**src/rtl/hilo_pkg.sv**
```systemverilog
// Shared constants for the HI/LO multiply/divide sequencer: ALU opcodes,
// FSM state encoding, iteration count and the divide-by-zero LO pattern.
package hilo_pkg;

  localparam logic [3:0] ALU_AND = 4'b0000;
  localparam logic [3:0] ALU_ADD = 4'b0011;
  localparam logic [3:0] ALU_SUB = 4'b0100;

  typedef enum logic [1:0] {
    IDLE = 2'd0,
    RUN  = 2'd1,
    DONE = 2'd2
  } state_t;

  localparam int HILO_STEPS = 32;

  localparam logic [31:0] DIV0_LO = 32'hFFFF_FFFF;

endpackage

```
**src/rtl/hilo_step.sv**
```systemverilog
// One iteration of shift-add multiply or restoring divide around an external ALU.
// The divide path exists only when HILO_DIV_EN is defined.
module hilo_step
  import hilo_pkg::*;
#(
  parameter int WIDTH = 32
) (
  input  logic             op_div,
  input  logic [WIDTH-1:0] acc_hi,
  input  logic [WIDTH-1:0] acc_lo,
  input  logic [WIDTH-1:0] opnd,
  input  logic [WIDTH-1:0] alu_result,
  output logic [WIDTH-1:0] acc_hi_next,
  output logic [WIDTH-1:0] acc_lo_next,
  output logic [3:0]       alu_operation,
  output logic [WIDTH-1:0] alu_a,
  output logic [WIDTH-1:0] alu_b
);

`ifdef HILO_DIV_EN
  // Partial remainder shifted left by one; bit WIDTH is the overflow msb.
  logic [WIDTH:0] rem_shift;
  logic           accept;
  assign rem_shift = {acc_hi, acc_lo[WIDTH-1]};
  assign accept    = rem_shift[WIDTH] || (rem_shift[WIDTH-1:0] >= opnd);
`else
  logic unused_op_div;
  assign unused_op_div = op_div;
`endif

  // Unsigned overflow of the ADD shows up as a wrapped, smaller sum.
  logic carry;
  assign carry = (alu_result < acc_hi);

  always_comb begin
    alu_operation = ALU_ADD;
    alu_a         = acc_hi;
    alu_b         = acc_lo[0] ? opnd : '0;
    acc_hi_next   = {carry, alu_result[WIDTH-1:1]};
    acc_lo_next   = {alu_result[0], acc_lo[WIDTH-1:1]};
`ifdef HILO_DIV_EN
    if (op_div) begin
      alu_operation = ALU_SUB;
      alu_a         = rem_shift[WIDTH-1:0];
      alu_b         = opnd;
      acc_hi_next   = accept ? alu_result : rem_shift[WIDTH-1:0];
      acc_lo_next   = {acc_lo[WIDTH-2:0], accept};
    end
`endif
  end

endmodule

```
**src/rtl/hilo_sequencer.sv**
```systemverilog
// Multi-cycle MULTU/DIVU controller driving a shared ALU one step per clock.
// Define HILO_DIV_EN to build the DIVU path; otherwise DIVU completes as a no-op.
module hilo_sequencer
  import hilo_pkg::*;
#(
  parameter int WIDTH = 32,
  parameter int STEPS = HILO_STEPS
) (
  input  logic             clk,
  input  logic             reset,
  input  logic             start,
  input  logic             op_div,
  input  logic [WIDTH-1:0] rs_data,
  input  logic [WIDTH-1:0] rt_data,
  output logic             busy,
  output logic             done,
  output logic             div0,
  output logic [WIDTH-1:0] hi,
  output logic [WIDTH-1:0] lo,
  output logic [3:0]       alu_operation,
  output logic [WIDTH-1:0] alu_a,
  output logic [WIDTH-1:0] alu_b,
  input  logic [WIDTH-1:0] alu_result
);

  localparam int SW = $clog2(STEPS);
  localparam logic [SW-1:0] LAST_STEP = SW'(STEPS - 1);

  state_t           state_reg;
  logic [SW-1:0]    step_reg;
  logic             op_div_reg;
  logic [WIDTH-1:0] acc_hi_reg;
  logic [WIDTH-1:0] acc_lo_reg;
  logic [WIDTH-1:0] opnd_reg;

  logic [WIDTH-1:0] acc_hi_next;
  logic [WIDTH-1:0] acc_lo_next;
  logic [3:0]       step_operation;
  logic [WIDTH-1:0] step_a;
  logic [WIDTH-1:0] step_b;

  hilo_step #(.WIDTH(WIDTH)) u_step (
    .op_div       (op_div_reg),
    .acc_hi       (acc_hi_reg),
    .acc_lo       (acc_lo_reg),
    .opnd         (opnd_reg),
    .alu_result   (alu_result),
    .acc_hi_next  (acc_hi_next),
    .acc_lo_next  (acc_lo_next),
    .alu_operation(step_operation),
    .alu_a        (step_a),
    .alu_b        (step_b)
  );

  // The ALU is only borrowed while iterating; otherwise it sees a quiet AND 0,0.
  assign alu_operation = (state_reg == RUN) ? step_operation : ALU_AND;
  assign alu_a         = (state_reg == RUN) ? step_a : '0;
  assign alu_b         = (state_reg == RUN) ? step_b : '0;

  always_ff @(posedge clk or posedge reset) begin
    if (reset) begin
      state_reg  <= IDLE;
      step_reg   <= '0;
      op_div_reg <= 1'b0;
      acc_hi_reg <= '0;
      acc_lo_reg <= '0;
      opnd_reg   <= '0;
      busy       <= 1'b0;
      done       <= 1'b0;
      hi         <= '0;
      lo         <= '0;
    end else begin
      case (state_reg)
        IDLE: begin
          if (start) begin
            op_div_reg <= op_div;
            step_reg   <= '0;
            busy       <= 1'b1;
            if (!op_div) begin
              acc_hi_reg <= '0;
              acc_lo_reg <= rt_data;
              opnd_reg   <= rs_data;
              state_reg  <= RUN;
            end else begin
`ifdef HILO_DIV_EN
              if (rt_data != '0) begin
                acc_hi_reg <= '0;
                acc_lo_reg <= rs_data;
                opnd_reg   <= rt_data;
                state_reg  <= RUN;
              end else begin
                hi        <= rs_data;
                lo        <= DIV0_LO[WIDTH-1:0];
                done      <= 1'b1;
                state_reg <= DONE;
              end
`else
              done      <= 1'b1;
              state_reg <= DONE;
`endif
            end
          end
        end
        RUN: begin
          acc_hi_reg <= acc_hi_next;
          acc_lo_reg <= acc_lo_next;
          step_reg   <= step_reg + 1'b1;
          if (step_reg == LAST_STEP) begin
            hi        <= acc_hi_next;
            lo        <= acc_lo_next;
            done      <= 1'b1;
            step_reg  <= '0;
            state_reg <= DONE;
          end
        end
        DONE: begin
          busy      <= 1'b0;
          done      <= 1'b0;
          state_reg <= IDLE;
        end
        default: state_reg <= IDLE;
      endcase
    end
  end

`ifdef HILO_DIV_EN
  // Sticky flag: cleared by any accepted start, set by a zero divisor.
  always_ff @(posedge clk or posedge reset) begin
    if (reset) begin
      div0 <= 1'b0;
    end else if (state_reg == IDLE && start) begin
      div0 <= op_div && (rt_data == '0);
    end
  end
`else
  assign div0 = 1'b0;
`endif

endmodule

```
**config.mk**
```make
export PLATFORM = sky130hd
export DESIGN_NAME = hilo_sequencer
export DESIGN_NICKNAME = d
export VERILOG_FILES = /design/src/rtl/hilo_pkg.sv /design/src/rtl/hilo_step.sv /design/src/rtl/hilo_sequencer.sv
export SDC_FILE = /design/constraint.sdc
export NUM_CORES = 1
export LEC_CHECK = 0
export ABC_AREA = 1
export CORE_MARGIN = 4
export CORE_UTILIZATION = 35
export DETAILED_ROUTE_END_ITERATION = 10
export GPL_TIMING_DRIVEN = 0
export SYNTH_ARGS = -nofsm -noshare
export SYNTH_HDL_FRONTEND = slang
export SYNTH_HIERARCHICAL = 1
export SYNTH_SLANG_ARGS = --single-unit
```
**constraint.sdc**
```tcl
create_clock -name clk -period 5.4 [get_ports clk]
set_input_delay 1.08 -clock clk [delete_from_list [all_inputs] [get_ports clk]]
set_output_delay 1.08 -clock clk [all_outputs]
set_load 0.005 [all_outputs]
```
==> impl_metrics.tcl, run 1 <==
set metrics [dict create \
    layout_min_cycle_time_ns 3.31 \
    worst_slew_pin_slew_ns 0.701 \
    first_pass_iters 5 \
    dpl.hpwl_um 19800 \
    fraction_of_final_layout_cells_with_drive_strength_greater_than_1_pct 18.2 \
    post-route-cell-area_um2 13200 \
    clk-insertion-delay-late_ns 0.44 \
    die_area_um2 30400 \
    yosysWarningCount 6 \
    route.detailed.drc 0 \
    rsz0062_at_grt "false" \
    gp_congestion 0.809 \
    syn_inst 1223 \
    critPathKind "flop to primary output" \
    setup_viol_count_final 0 \
    pin_count_of_the_biggest_net_entering_global_routing 40 \
    die_height_um 174 \
    globalRouteTotalUtil_pct 17.4 \
    number_of_cts_inserted_buffers 17 \
    first_global_vias 8248 \
    final_min_period_over_clock_period_pct 61.2 \
    worst_setup_hold_path_clk_slew_ns 0.07 \
    status "complete, no violations" \
    power_leakage_uw 0.00676 \
    tritoncts "yes" \
    cts.repair_timing.setup_buffer_count 0 \
    synth_area_um2 9700 \
    critPathLaunch "state_reg[1]" \
    drt_iter0_markers 385 \
    dpl.cell_count 1832 \
    cts_resized 0 \
    via_count 8000 \
    worstPathMaxFanout 10 \
    timing.critical_path.to_type "primary output" \
    min_from "done" \
    design.portCount 235 \
    dieWidth_um 174 \
    hold_path_class "flop to flop" \
    power_density_nw_per_um2 432 \
    numClockSinks 169 \
    finalHoldViolCount 0 \
    setup-tns-final_ns 0 \
    floorplan.initialDensity_pct 35.8 \
    hold-worst-slack_ns 0.478 \
    placement_rows 60 \
    worst-endpoint-arrival_ns 2.23 \
    totalPowerFinal_uw 5700 \
    antenna_violating_nets_post_route 0 \
    avgRoutedWirePerCell_um 14.0 \
    clock_skew_ns 0.0177 \
    timing.max_cap.violations 0 \
    relSlewSlack_pct 53.2 \
    post_cts_hold_buffer_count 0 \
    worstSetupStartpointType "flop" \
    design.core.area_um2 27100 \
    maxSlewViolCount 0 \
    syn_avg_cell_area_um2 7.93 \
    antenna_found_initial 2 \
    grt_pass1_wl_um 42900 \
    port_buffers 231 \
    synthToLayoutAreaGrowth_pct 36.0 \
    layout.nets 1612 \
    cts.root.buffer_cell "sky130_fd_sc_hd__clkbuf_16" \
    layout.cells.most_common "sky130_fd_sc_hd__nand2_1" \
    grt-ovfl-total 0 \
    crit_required_ns 4.32 \
    clock.fmax_mhz 303 \
    finalWirelength_um 26100 \
    crit-reg2reg-launch "acc_hi_reg[31]" \
    ir_drop_mv 0.194 \
    clock_tree.buffer_depth 2 \
    avgViaCountPerCell 4.29 \
    most-common-layout-cells "271 x sky130_fd_sc_hd__nand2_1, 239 x sky130_fd_sc_hd__inv_1, 231 x sky130_fd_sc_hd__clkdlybuf4s50_1, 169 x sky130_fd_sc_hd__dfrtp_1, 104 x sky130_fd_sc_hd__buf_4" \
    final_cells 1866 \
    post_dp_cell_area_um2 12600 \
    ctsHtreeMaxLevel 4 \
]
area by class of cell:
type / count / area, um^2
Fill cell: 2701 / 13900
Sequential cell: 169 / 4230
Multi-Input combinational cell: 654 / 3380
Timing Repair Buffer: 235 / 2390
Buffer: 160 / 1180
Inverter: 242 / 912
Tap cell: 372 / 465
Clock buffer: 18 / 439
Clock inverter: 14 / 176
Antenna cell: 2 / 5.00
critical path, cell delays in order, from the launching register on:
cell and delay [ns]:
sky130_fd_sc_hd__dfrtp_1 0.41, sky130_fd_sc_hd__inv_2 0.10, sky130_fd_sc_hd__nand2_4 0.08, sky130_fd_sc_hd__buf_6 0.16, sky130_fd_sc_hd__buf_6 0.15, sky130_fd_sc_hd__buf_2 0.20, sky130_fd_sc_hd__nor2_1 0.16, sky130_fd_sc_hd__clkdlybuf4s50_1 0.53
through the flow:
stage | util, % | setup WS [ns]
after global routing | 48.7 | 1.98
after global placement | 46.1 | 0.473
after CTS | 48.6 | 2.03
after detailed placement | 46.4 | 2.41
final | 48.7 | 2.09
after floorplan | - | 2.17
routing by layer:
metal | up-vias | global-route usage, % | part of all wire [%]
li1 | 4114 | - | -
met1 | 3691 | 21.8 | 44
met2 | 169 | 29.4 | 48
met3 | 26 | 4.92 | 5.9
met4 | 0 | 4.78 | 1.8
met5 | - | 0 | 0
where the power goes:
group	switching (uW)	leakage, uW	internal (uW)
logic	1300	0.00443	1210
registers	239	0.00203	1640
clock network	589	0.000300	717
final timing paths:
path / end / slack, ns / cells past startpoint
worst max-delay path: alu_a[30] / 2.09 / 7
worst min-delay path: done / 0.48 / 2
worst max register to register: acc_hi_reg[31] / 3.54 / 10
worst min register to register: done / 0.48 / 2
max in group asynchronous: lo[0] / 3.41 / 4
min in group asynchronous: opnd_reg[21] / 1.12 / 2
Note: power is estimated with default switching activity, not from simulation.
==> inputs of run 2 (changes only) <==
Clock period 5.4 ns to 2.87 ns, I/O delays scaled along.
==> impl_metrics.tcl, run 2 (synthesis results as in run 1) <==
set metrics [dict create \
    met1Wirelength_um 11600 \
    routed-wl-met3_um 1540 \
    topRoutingLayerUsed "met4" \
    rsz0062_at_grt "false" \
    critPathKind "flop to primary output" \
    design.portCount 235 \
    first_pass_iters 5 \
    fin_ws_ns 0.118 \
    routed-wl-met2_um 12500 \
    design.core.area_um2 27100 \
    final_min_period_over_clock_period_pct 95.9 \
    final_cells 1866 \
    net-switching-power_uw 4010 \
    crit_path_max_incr_delay_ns 0.52 \
    grt-ovfl-total 0 \
    clockPowerShare_pct 22.9 \
    avgRoutedWirePerCell_um 14.0 \
    post-route-cell-area_um2 13200 \
    clock.fmax_mhz 363 \
    placement_rows 60 \
    crit_path_top_delay_cell "sky130_fd_sc_hd__clkdlybuf4s50_1" \
    dpl.cell_count 1832 \
    dieWidth_um 174 \
    avgViaCountPerCell 4.29 \
    floorplan.initialDensity_pct 35.8 \
    finalHoldViolCount 0 \
    timing.rr.end "acc_hi_reg[31]" \
    cell_occurring_most_often_along_the_worst_timing_path "sky130_fd_sc_hd__buf_6" \
    sw_share_pct 37.4 \
    route.detailed.drc 0 \
    status "complete, no violations" \
    crit-reg2reg-launch "acc_hi_reg[31]" \
    relSlewSlack_pct 53.2 \
    path_buf_inv 5 \
    power_density_nw_per_um2 813 \
    power_leakage_uw 0.00677 \
    crit_chain "inv_2 -> nand2_4 -> buf_6 -> buf_6 -> buf_4 -> nor2_1 -> clkdlybuf4s50_1" \
    via_count 8000 \
    first_global_vias 8248 \
    worst-endpoint-arrival_ns 2.18 \
    clock_tree.buffer_depth 2 \
    antenna_found_initial 2 \
    worst_setup_hold_path_clk_slew_ns 0.07 \
    die_area_um2 30400 \
    number_of_cts_inserted_buffers 17 \
    antenna_violating_nets_post_route 0 \
    globalRouteTotalUtil_pct 17.4 \
    internal_cell_power_uw 6710 \
    p_comb_share_pct 44.1 \
    worst_slew_pin_slew_ns 0.701 \
    dpl.hpwl_um 19800 \
    worst-r2r-setup-slack_ns 1.01 \
    maxSlewViolCount 0 \
    min_from "done" \
    worst_hold_path.num_cells 2 \
    crit_required_ns 2.30 \
    setup_viol_count_final 0 \
    filler_cell_count 2701 \
    hold_path_class "flop to flop" \
    cts.root.buffer_cell "sky130_fd_sc_hd__clkbuf_16" \
    post_dp_cell_area_um2 12600 \
    ir_drop_mv 0.365 \
    setup-tns-final_ns 0 \
    hold-worst-slack_ns 0.478 \
    clock_skew_ns 0.0177 \
    seq_power_share_pct 33.0 \
    pre_cts_slack_ns 0.389 \
    pin_count_of_the_biggest_net_entering_global_routing 40 \
    layout_min_cycle_time_ns 2.75 \
    timing.critical_path.to_type "primary output" \
    layout.nets 1612 \
    layout.cells.most_common "sky130_fd_sc_hd__nand2_1" \
    drt_iter0_markers 385 \
    grt_pass1_wl_um 42900 \
    synthToLayoutAreaGrowth_pct 36.0 \
    clk-insertion-delay-late_ns 0.44 \
    finalWirelength_um 26100 \
    port_buffers 231 \
    min_delay_worst_endpoint "done" \
    timing.critical_path.max_delay_family "buffers and inverters" \
    worstSetupStartpointType "flop" \
    gp_congestion 0.809 \
    cts.repair_timing.setup_buffer_count 0 \
    r2r.worst_path.cells 10 \
    most-common-layout-cells "271 x sky130_fd_sc_hd__nand2_1, 239 x sky130_fd_sc_hd__inv_1, 231 x sky130_fd_sc_hd__clkdlybuf4s50_1, 169 x sky130_fd_sc_hd__dfrtp_1, 105 x sky130_fd_sc_hd__buf_4" \
    cts_resized 0 \
    ctsHtreeMaxLevel 4 \
    post_cts_hold_buffer_count 0 \
    worstPathMaxFanout 10 \
    fraction_of_final_layout_cells_with_drive_strength_greater_than_1_pct 18.2 \
    timing.max_cap.violations 0 \
    numClockSinks 169 \
    die_height_um 174 \
    tritoncts "yes" \
]
-- run 2: changes by cell type in the layout (fill, tap and decap cells not counted) --
cell                     delta
sky130_fd_sc_hd__buf_2      -1
sky130_fd_sc_hd__buf_4      +1
sky130_fd_sc_hd__nor2_1     -1
sky130_fd_sc_hd__nor2_2     +1
-- run 2: worst max path at each step --
stage | slack [ns] | cells past startpoint | to | startpoint
2_1_floorplan | 0.14 | 1 | acc_hi_reg[0] | reset
3_3_place_gp | -1.55 | 2 | lo[5] | reset
3_5_place_dp | 0.39 | 12 | acc_hi_reg[31] | alu_result[5]
4_1_cts | 0.001 | 7 | alu_a[30] | state_reg[1]
5_1_grt | 0.002 | 7 | alu_b[27] | state_reg[1]
6_report | 0.12 | 7 | alu_a[29] | state_reg[1]
-- run 2: tightest hold or removal path: stages, from the launching register on --
cell and delay, ns:
sky130_fd_sc_hd__dfrtp_1 0.35, sky130_fd_sc_hd__nand2_1 0.05, sky130_fd_sc_hd__nand2_1 0.05
-- run 2: layer usage --
metal	vias up	GRT usage, %
met2	169	29.4
met3	26	4.92
met1	3691	21.8
met5	-	0
met4	0	4.78
li1	4114	-
-- run 2: through the flow --
step / power [uW] / utilization [%]
2_1_floorplan: 6700 / -
6_report: 10700 / 48.7
5_1_grt: 11700 / 48.7
3_3_place_gp: 8280 / 46.1
4_1_cts: 10900 / 48.6
3_5_place_dp: 8380 / 46.4
-- run 2: area by class of cell --
type                            instances  area [um^2]  share of cell area (%)
Antenna cell                            2         5.00                  0.0379
Buffer                                160         1190                    8.99
Clock buffer                           18          439                    3.33
Clock inverter                         14          176                    1.34
Inverter                              242          912                    6.91
Multi-Input combinational cell        654         3390                    25.7
Sequential cell                       169         4230                    32.1
Tap cell                              372          465                    3.53
Timing Repair Buffer                  235         2390                    18.1
-- run 2: power by group through the flow --
stage	registers, uW	clock network (uW)	logic, uW
floorplan	3460	0	3230
global placement	3560	0	4720
detailed placement	3580	0	4800
CTS	3540	2520	4830
global route	3640	2610	5410
finish	3530	2460	4730
==> inputs of run 3 (changes only) <==
Settings changed: GPL_TIMING_DRIVEN 0 to not set.
==> impl_metrics.tcl, run 3 (synthesis results as in run 1) <==
set metrics [dict create \
    placement_rows 60 \
    p_comb_share_pct 39.4 \
    grt-ovfl-total 0 \
    grt_pass1_wl_um 38600 \
    critPathKind "flop to primary output" \
    antenna_violating_nets_post_route 0 \
    hold_path_class "flop to flop" \
    power_leakage_uw 0.00607 \
    dpl.hpwl_um 15900 \
    avgRoutedWirePerCell_um 13.5 \
    worst-r2r-setup-slack_ns 0.61 \
    gp_congestion 0.815 \
    totalPowerFinal_uw 9760 \
    worst_slew_pin_slew_ns 0.629 \
    sw_share_pct 38.8 \
    clock.fmax_mhz 371 \
    final_min_period_over_clock_period_pct 93.9 \
    timing.critical_path.to_type "primary output" \
    worst_setup_hold_path_clk_slew_ns 0.07 \
    dieWidth_um 174 \
    die_area_um2 30400 \
    globalRouteTotalUtil_pct 15.4 \
    filler_cell_count 2720 \
    antenna_found_initial 2 \
    relSlewSlack_pct 58.1 \
    clock_skew_ns 0.0123 \
    cts.root.buffer_cell "sky130_fd_sc_hd__clkbuf_16" \
    worst-endpoint-arrival_ns 2.12 \
    layout.cells.most_common "sky130_fd_sc_hd__nand2_1" \
    via_count 7398 \
    layout.nets 1463 \
    crit_required_ns 2.30 \
    synthToLayoutAreaGrowth_pct 25.1 \
    design.core.area_um2 27100 \
    clk-insertion-delay-late_ns 0.43 \
    worstSetupStartpointType "flop" \
    internal_cell_power_uw 5970 \
    first_pass_iters 5 \
    setup-tns-final_ns 0 \
    status "complete, no violations" \
    clockPowerShare_pct 24.3 \
    fraction_of_final_layout_cells_with_drive_strength_greater_than_1_pct 9.75 \
    finalWirelength_um 23100 \
    floorplan.initialDensity_pct 35.8 \
    port_buffers 231 \
    tritoncts "yes" \
    rsz0062_at_grt "false" \
    power_density_nw_per_um2 804 \
    die_height_um 174 \
    ir_drop_mv 0.348 \
    first_global_vias 7526 \
    drt_iter0_markers 418 \
    setup_viol_count_final 0 \
    timing.max_cap.violations 0 \
    number_of_cts_inserted_buffers 17 \
    ctsHtreeMaxLevel 4 \
    avgViaCountPerCell 4.31 \
    clock_tree.buffer_depth 2 \
    route.detailed.drc 0 \
    design.portCount 235 \
    cts.repair_timing.setup_buffer_count 0 \
    layout_min_cycle_time_ns 2.69 \
    worstPathMaxFanout 49 \
    finalHoldViolCount 0 \
    net-switching-power_uw 3780 \
    seq_power_share_pct 36.3 \
    numClockSinks 169 \
    pin_count_of_the_biggest_net_entering_global_routing 88 \
    maxSlewViolCount 0 \
    most-common-layout-cells "271 x sky130_fd_sc_hd__nand2_1, 239 x sky130_fd_sc_hd__inv_1, 231 x sky130_fd_sc_hd__clkdlybuf4s50_1, 168 x sky130_fd_sc_hd__dfrtp_1, 78 x sky130_fd_sc_hd__nor2_1" \
]
-- run 3: changes by cell type in the layout (fill, tap and decap cells not counted), sizes merged --
cell,delta
buf,-143
clkbuf,-7
clkinv,+3
inv,-2
bufinv,-1
nand2,+1
-- run 3: repair_timing --
| item | in CTS | in global routing |
|---|---|---|
| resized for setup | 0 | 2 |
| setup endpoints to repair | 16 | 17 |
| pin swaps | 1 | 0 |
| cloned | 1 | 0 |
| hold endpoints to repair | 0 | 0 |
| hold buffers | 0 | 0 |
-- run 3: final cells by class --
class / instances / area, um^2 / area share, %
tap: 372 / 465 / 3.84
sequential: 169 / 4230 / 34.9
antenna: 2 / 5.00 / 0.0413
multi-input combinational: 655 / 3430 / 28.3
clock buffer: 18 / 429 / 3.54
clock inverter: 14 / 175 / 1.44
inverter: 242 / 912 / 7.52
timing repair buffer: 245 / 2480 / 20.5
-- run 3: path summary, 6_finish.rpt --
kind / from / end / depth (start not counted)
max: state_reg[1] / alu_b[29] / 5
min: done / done / 2
max reg2reg: state_reg[1] / acc_lo_reg[23] / 7
min reg2reg: done / done / 2
max in group asynchronous: reset / state_reg[0] / 3
min in group asynchronous: reset / opnd_reg[21] / 3
-- run 3: power groups by stage --
stage	clock network [uW]	logic (uW)	registers (uW)
detailed placement	0	3890	3570
global route	2570	4460	3640
CTS	2470	3930	3550
floorplan	0	3230	3460
finish	2370	3840	3540
global placement	0	3820	3550
-- run 3: per-stage QoR --
step / hold WS, ns / std cells / worst slack, ns / utilization, % / cell area, um^2
2_1_floorplan: 0.448 / 1225 / 0.141 / - / 9710
3_3_place_gp: 0.459 / 1682 / 0.484 / 42.4 / 11500
3_5_place_dp: 0.466 / 1682 / 0.426 / 42.4 / 11500
4_1_cts: 0.483 / 1715 / 0.0132 / 44.7 / 12100
5_1_grt: 0.493 / 1717 / 0.0140 / 44.8 / 12100
6_report: 0.478 / 1717 / 0.175 / 44.8 / 12100
-- run 3: per-layer routing --
| layer | global-route usage (%) | wire length [um] |
|---|---|---|
| met1 | 20.1 | 10500 |
| met2 | 25.4 | 10900 |
| met3 | 3.39 | 1180 |
| met4 | 5.25 | 522 |
| met5 | 0 | 0 |
-- run 3: worst max-delay path: stages, from the launching register on --
cell	delay (ns)
sky130_fd_sc_hd__dfrtp_1	0.41
sky130_fd_sc_hd__inv_2	0.19
sky130_fd_sc_hd__nand2_8	0.24
sky130_fd_sc_hd__buf_6	0.25
sky130_fd_sc_hd__nor2_1	0.09
sky130_fd_sc_hd__clkdlybuf4s50_1	0.51
